## config.mk

```make
export PLATFORM = sky130hd
export DESIGN_NAME = delay_pulse_gen
export DESIGN_NICKNAME = d
export VERILOG_FILES = /design/src/rtl/delay_pulse_gen_pkg.sv /design/src/rtl/delay_pulse_gen_counter.sv /design/src/rtl/delay_pulse_gen.sv
export SDC_FILE = /design/constraint.sdc
export NUM_CORES = 1
export LEC_CHECK = 0
export CAP_MARGIN = 20
export CORE_MARGIN = 2
export CORE_UTILIZATION = 25
export CTS_CLUSTER_SIZE = 28
export DETAILED_ROUTE_END_ITERATION = 8
export PLACE_DENSITY_LB_ADDON = 0.15
export RECOVER_POWER = 50
export SYNTH_ARGS = -nofsm -noshare
export SYNTH_HDL_FRONTEND = slang
export SYNTH_HIERARCHICAL = 1
export SYNTH_SLANG_ARGS = --single-unit
```

## constraint.sdc

```tcl
create_clock -name clk -period 7.6 [get_ports clk]
set_clock_uncertainty 0.15 [all_clocks]
set_input_delay 0.76 -clock clk [delete_from_list [all_inputs] [get_ports clk]]
set_output_delay 0.76 -clock clk [all_outputs]
set_load 0.01 [all_outputs]
```

## src/rtl/delay_pulse_gen_pkg.sv

```systemverilog
// delay_pulse_pkg: FSM state type, default counter width and status counter widths for delay_pulse_gen
package delay_pulse_pkg;
  localparam int DEF_CNT_WIDTH = 32;
  localparam int TRIG_CNT_W = 32;
  localparam int MISS_CNT_W = 16;
  typedef enum logic [1:0] {IDLE, DELAY, WIDTH, HOLDOFF} state_t;
endpackage

```

## src/rtl/delay_pulse_gen_counter.sv

```systemverilog
// pulse_down_counter: loadable down-counter stopping at zero; in clk, reset_n, load, load_val[W], dec; out zero
module pulse_down_counter #(
  parameter int W = 32
) (
  input  logic         clk,
  input  logic         reset_n,
  input  logic         load,
  input  logic [W-1:0] load_val,
  input  logic         dec,
  output logic         zero
);
  logic [W-1:0] cnt;
  always_ff @(posedge clk or negedge reset_n)
    if (!reset_n) cnt <= '0;
    else if (load) cnt <= load_val;
    else if (dec && !zero) cnt <= cnt - W'(1);
  assign zero = cnt == '0;
endmodule

```

## src/rtl/delay_pulse_gen.sv

```systemverilog
// delay_pulse_gen: triggered delayed pulse with holdoff; in clk, reset_n, trig, enable, delay, width, holdoff; out pulse_out, busy, trig_count, miss_count
module delay_pulse_gen
  import delay_pulse_pkg::*;
#(
  parameter int CNT_WIDTH = DEF_CNT_WIDTH,
  parameter     POLARITY  = "POS"
) (
  input  logic                  clk,
  input  logic                  reset_n,
  input  logic                  trig,
  input  logic                  enable,
  input  logic [CNT_WIDTH-1:0]  delay,
  input  logic [CNT_WIDTH-1:0]  width,
  input  logic [CNT_WIDTH-1:0]  holdoff,
  output logic                  pulse_out,
  output logic                  busy,
  output logic [TRIG_CNT_W-1:0] trig_count,
  output logic [MISS_CNT_W-1:0] miss_count
);
  localparam logic INACTIVE = (POLARITY == "NEG");
  state_t state;
  logic pulse, has_hold, accept, miss, d_zero, w_zero, h_zero;
  logic [CNT_WIDTH-1:0] d_load, w_load, h_load;
  assign accept = trig && enable && state == IDLE;
  assign miss = trig && enable && state != IDLE;
  assign busy = state != IDLE;
  assign pulse_out = pulse ^ INACTIVE;
  assign d_load = delay == '0 ? '0 : delay - CNT_WIDTH'(1);
  assign w_load = width == '0 ? '0 : width - CNT_WIDTH'(1);
  assign h_load = holdoff == '0 ? '0 : holdoff - CNT_WIDTH'(1);
  pulse_down_counter #(.W(CNT_WIDTH)) u_delay (
    .clk, .reset_n, .load(accept), .load_val(d_load), .dec(state == DELAY), .zero(d_zero)
  );
  pulse_down_counter #(.W(CNT_WIDTH)) u_width (
    .clk, .reset_n, .load(accept), .load_val(w_load), .dec(state == WIDTH), .zero(w_zero)
  );
  pulse_down_counter #(.W(CNT_WIDTH)) u_holdoff (
    .clk, .reset_n, .load(accept), .load_val(h_load), .dec(state == HOLDOFF), .zero(h_zero)
  );
  // pulse trails the WIDTH state by one edge so it rises on A+delay+1
  always_ff @(posedge clk or negedge reset_n)
    if (!reset_n) begin
      state      <= IDLE;
      pulse      <= 1'b0;
      has_hold   <= 1'b0;
      trig_count <= '0;
      miss_count <= '0;
    end else begin
      pulse <= enable && state == WIDTH;
      if (accept) trig_count <= trig_count + TRIG_CNT_W'(1);
      if (miss && miss_count != '1) miss_count <= miss_count + MISS_CNT_W'(1);
      if (!enable) state <= IDLE;
      else case (state)
        IDLE: if (trig) begin
          state    <= delay == '0 ? WIDTH : DELAY;
          has_hold <= holdoff != '0;
        end
        DELAY:   if (d_zero) state <= WIDTH;
        WIDTH:   if (w_zero) state <= has_hold ? HOLDOFF : IDLE;
        HOLDOFF: if (h_zero) state <= IDLE;
        default: state <= IDLE;
      endcase
    end
endmodule

```

### Word-level counts from Yosys, hierarchy flattened

Index checks and enable logic that the tools add are counted.

* add/sub/neg operators: 8
* equal/unequal tests: 8
* mux-type cells: 17
* reduce and logical (&&, ||, !) cells: 25

Operator list (number)
* $mux W32: 9
* $logic_not A32 Y1: 6
* $sub A32 B1 Y32 const B: 6
* $add A32 B1 Y32 const B: 1
* $reduce_bool A32 Y1: 1
* $add A16 B1 Y16 const B: 1
* $ne A16 B16 Y1 const B: 1
* $mux W2: 7
* $ne A3 B3 Y1 const B: 4
* $logic_and A1 B1 Y1: 8
* $pmux W2 S4: 1
* $reduce_bool A2 Y1: 4
* $eq A2 B2 Y1 const B: 2
* $reduce_and A4 Y1: 1
* $logic_not A1 Y1: 3
* $reduce_and A3 Y1: 1
* $eq A2 B1 Y1 const B: 1
* $logic_not A2 Y1: 1

* flip-flop bits (word level): 148
* bits of input ports: 100
* output and inout bits: 50
* word-level logic and storage cells: 66

### Logic depth before layout (Yosys ltp)

* depth in word-level cells: 5
* depth in mapped cells: 11
* mapped depth without buffers: 10

### Hierarchy

Netlist, hierarchy kept.

Modules (own cells, without submodules)
* pulse_down_counter: instances 3, cells each 243, area each 2080.7 um2, seq. area each 800.8 um2
* delay_pulse_gen: instances 1, cells each 609, area each 4753.3 um2, seq. area each 1301.2 um2

### Worst setup path after synthesis

No wires, ideal clock.

* path type: input to register
* start: in holdoff[0]
* end: reg u_holdoff.cnt[30]
* setup time: 0.121 ns
* arrival time: 2.909 ns
* data required time: 7.329 ns
* path slack: 4.420 ns
* stages: 9
* path buffers: 2
* cells stage by stage: inv_1 > ha_1 > or4b_1 > buf_2 > or3_4 > buf_6 > or3_4 > mux2_4 > o22a_1

* cells in the longest elaborated chain, start to end: 3
* elaborated cells between the ends (all ways): 4
* classes of those cells: add/sub (1); mux (2); reduce/logical (1)

Ends and longest elaborated chain
* from (decl): RTL line delay_pulse_gen.sv:14 `input logic [CNT_WIDTH-1:0] holdoff,`
* $sub A32 B1 Y32 / $logic_not A32 Y1 (equally long branches): RTL line delay_pulse_gen.sv:30 `assign h_load = holdoff == '0 ? '0 : holdoff - CNT_WIDTH'(1);`
* $mux W32 *: RTL line delay_pulse_gen.sv:30
* named net h_load[30]: RTL line delay_pulse_gen.sv:23 `logic [CNT_WIDTH-1:0] d_load, w_load, h_load;`
* $mux W32 *: RTL line delay_pulse_gen_counter.sv:15 `else if (load) cnt <= load_val;`
* to (signal assigned): RTL line delay_pulse_gen_counter.sv:15
* to (signal assigned): RTL line delay_pulse_gen_counter.sv:16 `else if (dec && !zero) cnt <= cnt - W'(1);`
* to (decl): RTL line delay_pulse_gen_counter.sv:12 `logic [W-1:0] cnt;`

The timed path passes the listed nets; every way through them passes the cells marked *.
A chain may end at the register's enable or synchronous reset.

==> impl_metrics.env <==
export IMPL_root_buffer="clkbuf_16"
export IMPL_die_h_um=214
export IMPL_setup_tns_ns=0
export IMPL_slew_violations=67
export IMPL_drtIter0Drc=654
export IMPL_status="finished with violations"
export IMPL_p_per_area_mw_per_mm2=202
export IMPL_p_clk_frac=0.335
export IMPL_clk_latency_ns=0.44
export IMPL_setup_viol=0
export IMPL_ios=150
export IMPL_ir_drop_mv=0.150
export IMPL_dp_hpwl_um=24700
export IMPL_crit_buf_inv=2
export IMPL_hold_viol_final=0
export IMPL_grt_max_degree=84
export IMPL_syn_num_nets=1447
export IMPL_cts_made_buffers=17
export IMPL_switching_share=0.339
export IMPL_worst_path_max_fanout=83
export IMPL_clock_sinks=148
export IMPL_syn_to_final_growth_pct=23.9
export IMPL_worstMarginPinSlew_ns=3.69
export IMPL_viasPerCell=5.12
export IMPL_synth_seq_cells=148
export IMPL_clk_pin_slew_ns=0.06
export IMPL_wl_per_cell_um=16.5
export IMPL_synth_flop_cell="dfrtp_1"
export IMPL_num_fill_cells=4616
export IMPL_route_met2_wl_um=15400
export IMPL_track_usage=0.153
export IMPL_grt_pass1_wl_um=56000
export IMPL_htreeDepth=4
export IMPL_violations="max-capacitance violations, max-slew violations"
export IMPL_num_vias=10500
export IMPL_critPathKind="in -> async"
export IMPL_p_leak_nw=4.77
export IMPL_synth_top_area_cell="dfrtp_1"
export IMPL_drive_above_1_share=0.0866
export IMPL_slowest_stage="clkbuf_1"
export IMPL_synth_cell_types=70
export IMPL_switchingPower_mw=0.934
export IMPL_critPathCaptureType="asynchronous set/reset pin"
export IMPL_pwr_share_seq=0.428
export IMPL_synth_edff_count=0
export IMPL_core_mm2=0.0433
export IMPL_cts_repair_resized=0
export IMPL_cp_cell_sequence="buf_6 -> clkbuf_1"
export IMPL_yosysTopAreaCellShare=0.337
export IMPL_antenna_found_initial=0
export IMPL_port_buffers=149
export IMPL_intPower_mw=1.82
export IMPL_ctsLongestPathBuffers=2
export IMPL_synth_area_top_cells="dfrtp_1 34%, nor2_1 6.7%, xnor2_1 6.5%"
export IMPL_drv_cap=1
export IMPL_rows=76
export IMPL_dr_pass1_iters=7
export IMPL_netlist_instances=1338
export IMPL_instances_no_fill=2052
export IMPL_seq_area_frac_synth=0.337
export IMPL_ctsHoldBuffers=0
export IMPL_rsz0062_at_grt="false"
export IMPL_finalCriticalPeriod_ns=4.49
export IMPL_cts_tree="yes"
export IMPL_slowest_delay_ns=2.63
export IMPL_gp_congestion=0.761
export IMPL_worst_endpoint_required_ns=7.14
export IMPL_route_detailed_drc=0
export IMPL_path_delay_family="buffers and inverters"
export IMPL_ant_nets=0
export IMPL_start_util=0.254
export IMPL_wl_um=33900
export IMPL_met1_length_um=16900
export IMPL_design_die_area_mm2=0.0457
export IMPL_cts_setup_buffers=0
export IMPL_startpoint_type="input port"
export IMPL_final_core_util=0.315
export IMPL_hp_class="in -> async"
export IMPL_die_w_um=214
export IMPL_grt_ovfl_total=0
export IMPL_avgSynthCellArea_um2=8.22
export IMPL_placed_cells=2019
export IMPL_final_nets=1563
export IMPL_antenna_cells=0
export IMPL_grt_pass1_vias=10200
export IMPL_cp_arrival_ns=4.03
export IMPL_async_reset_ff_frac=1.00
export IMPL_top_layer_used="met4"
export IMPL_ys_warn_count=6
export IMPL_route_met3_wl_um=1240
export IMPL_clock_fmax_ghz=0.223
export IMPL_timing_slew_headroom=-1.46
export IMPL_comb_power_share=0.237
export IMPL_syn_area_mm2=0.0110
export IMPL_fin_crit_sh=0.590
kinds of logic after synthesis:
kind of cell             count (synthesis)  share of synthesized area
adder cells (fa/ha/maj)                  9                     0.0102
XOR/XNOR                               116                     0.0924
buffers and inverters                  100                     0.0398
multiplexers                            23                     0.0230
flip-flops                             148                      0.337
AO/OA/AOI/OAI                          221                      0.138
AND/OR/NAND/NOR                        721                      0.359
Yosys cell counts, types with 11 or more instances:
library cell and count:
or3_1 36, dfrtp_1 148, buf_2 17, mux2_2 14, o31ai_1 23, a31oi_1 44
nand2_1 121, nand3_1 57, xor2_1 34, inv_1 37, nand4_1 26, nand4b_1 14
o41ai_1 13, o21ai_0 41, nor2_1 197, or4_1 49, a21oi_1 34, nor4_1 46
clkbuf_1 36, nor3_1 64, xnor2_1 82, o311ai_0 11, o211ai_1 14, and3_1 11
per-stage QoR:
step                      cell area, µm²  total power [mW]  worst slack (ns)  hold slack [ns]
final                              13600              2.76              3.11            0.205
after CTS                          13600              2.80              3.49            0.242
after floorplan                    11000              1.55              4.42            0.301
after global routing               13600              2.94              2.09            0.267
after global placement             13000              1.84              3.04            0.318
after detailed placement           13000              1.85              3.00            0.320
worst reg2reg max path, delay by kind of cell (launching register included):
| kind | cells | cell delay [ns] |
|---|---|---|
| flops | 1 | 0.51 |
| simple gates | 2 | 1.14 |
| compound gates | 1 | 0.11 |
| buf+inv | 2 | 1.22 |
cells in the final DEF (no fill, tap or decap), types with 17 or more instances in the layout:
master,n
inv_1,36
clkdlybuf4s50_1,129
xor2_1,34
nand2_1,121
nor2_1,197
or3_1,36
nand4_1,26
xnor2_1,82
o21ai_0,41
or4_1,49
a21oi_1,34
clkbuf_16,17
nand3_1,57
a31oi_1,44
nor3_1,64
o31ai_1,23
dfrtp_1,148
nor4_1,45
dlygate4sd3_1,19
worst paths after layout:
kind	to	slack, ns	cells past startpoint	startpoint
worst max-delay path	miss_count[7]	3.11	2	reset_n
worst min-delay path	u_holdoff/cnt[18]	0.21	1	reset_n
worst max register to register	u_holdoff/cnt[10]	4.39	5	state[0]
worst min register to register	trig_count[31]	0.32	1	trig_count[31]
max in group clk	u_holdoff/cnt[2]	3.52	9	holdoff[0]
min in group clk	trig_count[31]	0.32	1	trig_count[31]
power by group through the flow:
stage | Clock (mW) | Sequential (mW) | Combinational (mW)
after global placement | 0 | 1.19 | 0.648
after CTS | 0.961 | 1.18 | 0.660
final | 0.924 | 1.18 | 0.653
after global routing | 0.991 | 1.21 | 0.738
after floorplan | 0 | 1.13 | 0.426
after detailed placement | 0 | 1.19 | 0.659
routing by layer:
| layer | global-route usage | vias up |
|---|---|---|
| met5 | 0 | - |
| met4 | 0.0390 | 0 |
| met3 | 0.0277 | 18 |
| met2 | 0.241 | 213 |
| met1 | 0.217 | 5077 |
| li1 | - | 5190 |
sequential cells by signal, summed over array words and instances, names as in the netlist:
register       cells
has_hold           1
miss_count        16
pulse_out          1
state              2
trig_count        32
u_delay/cnt       32
u_holdoff/cnt     32
u_width/cnt       32
final cells by class:
type	instances	area, µm²	area share
inverters	40	151	0.0111
repair buffers	157	1550	0.114
well taps	585	732	0.0537
clock inverters	13	181	0.0133
flip-flops and latches	148	3700	0.272
multi-input cells	1090	6870	0.504
clock buffers	19	443	0.0325
Note: power is estimated with default switching activity, not from simulation.
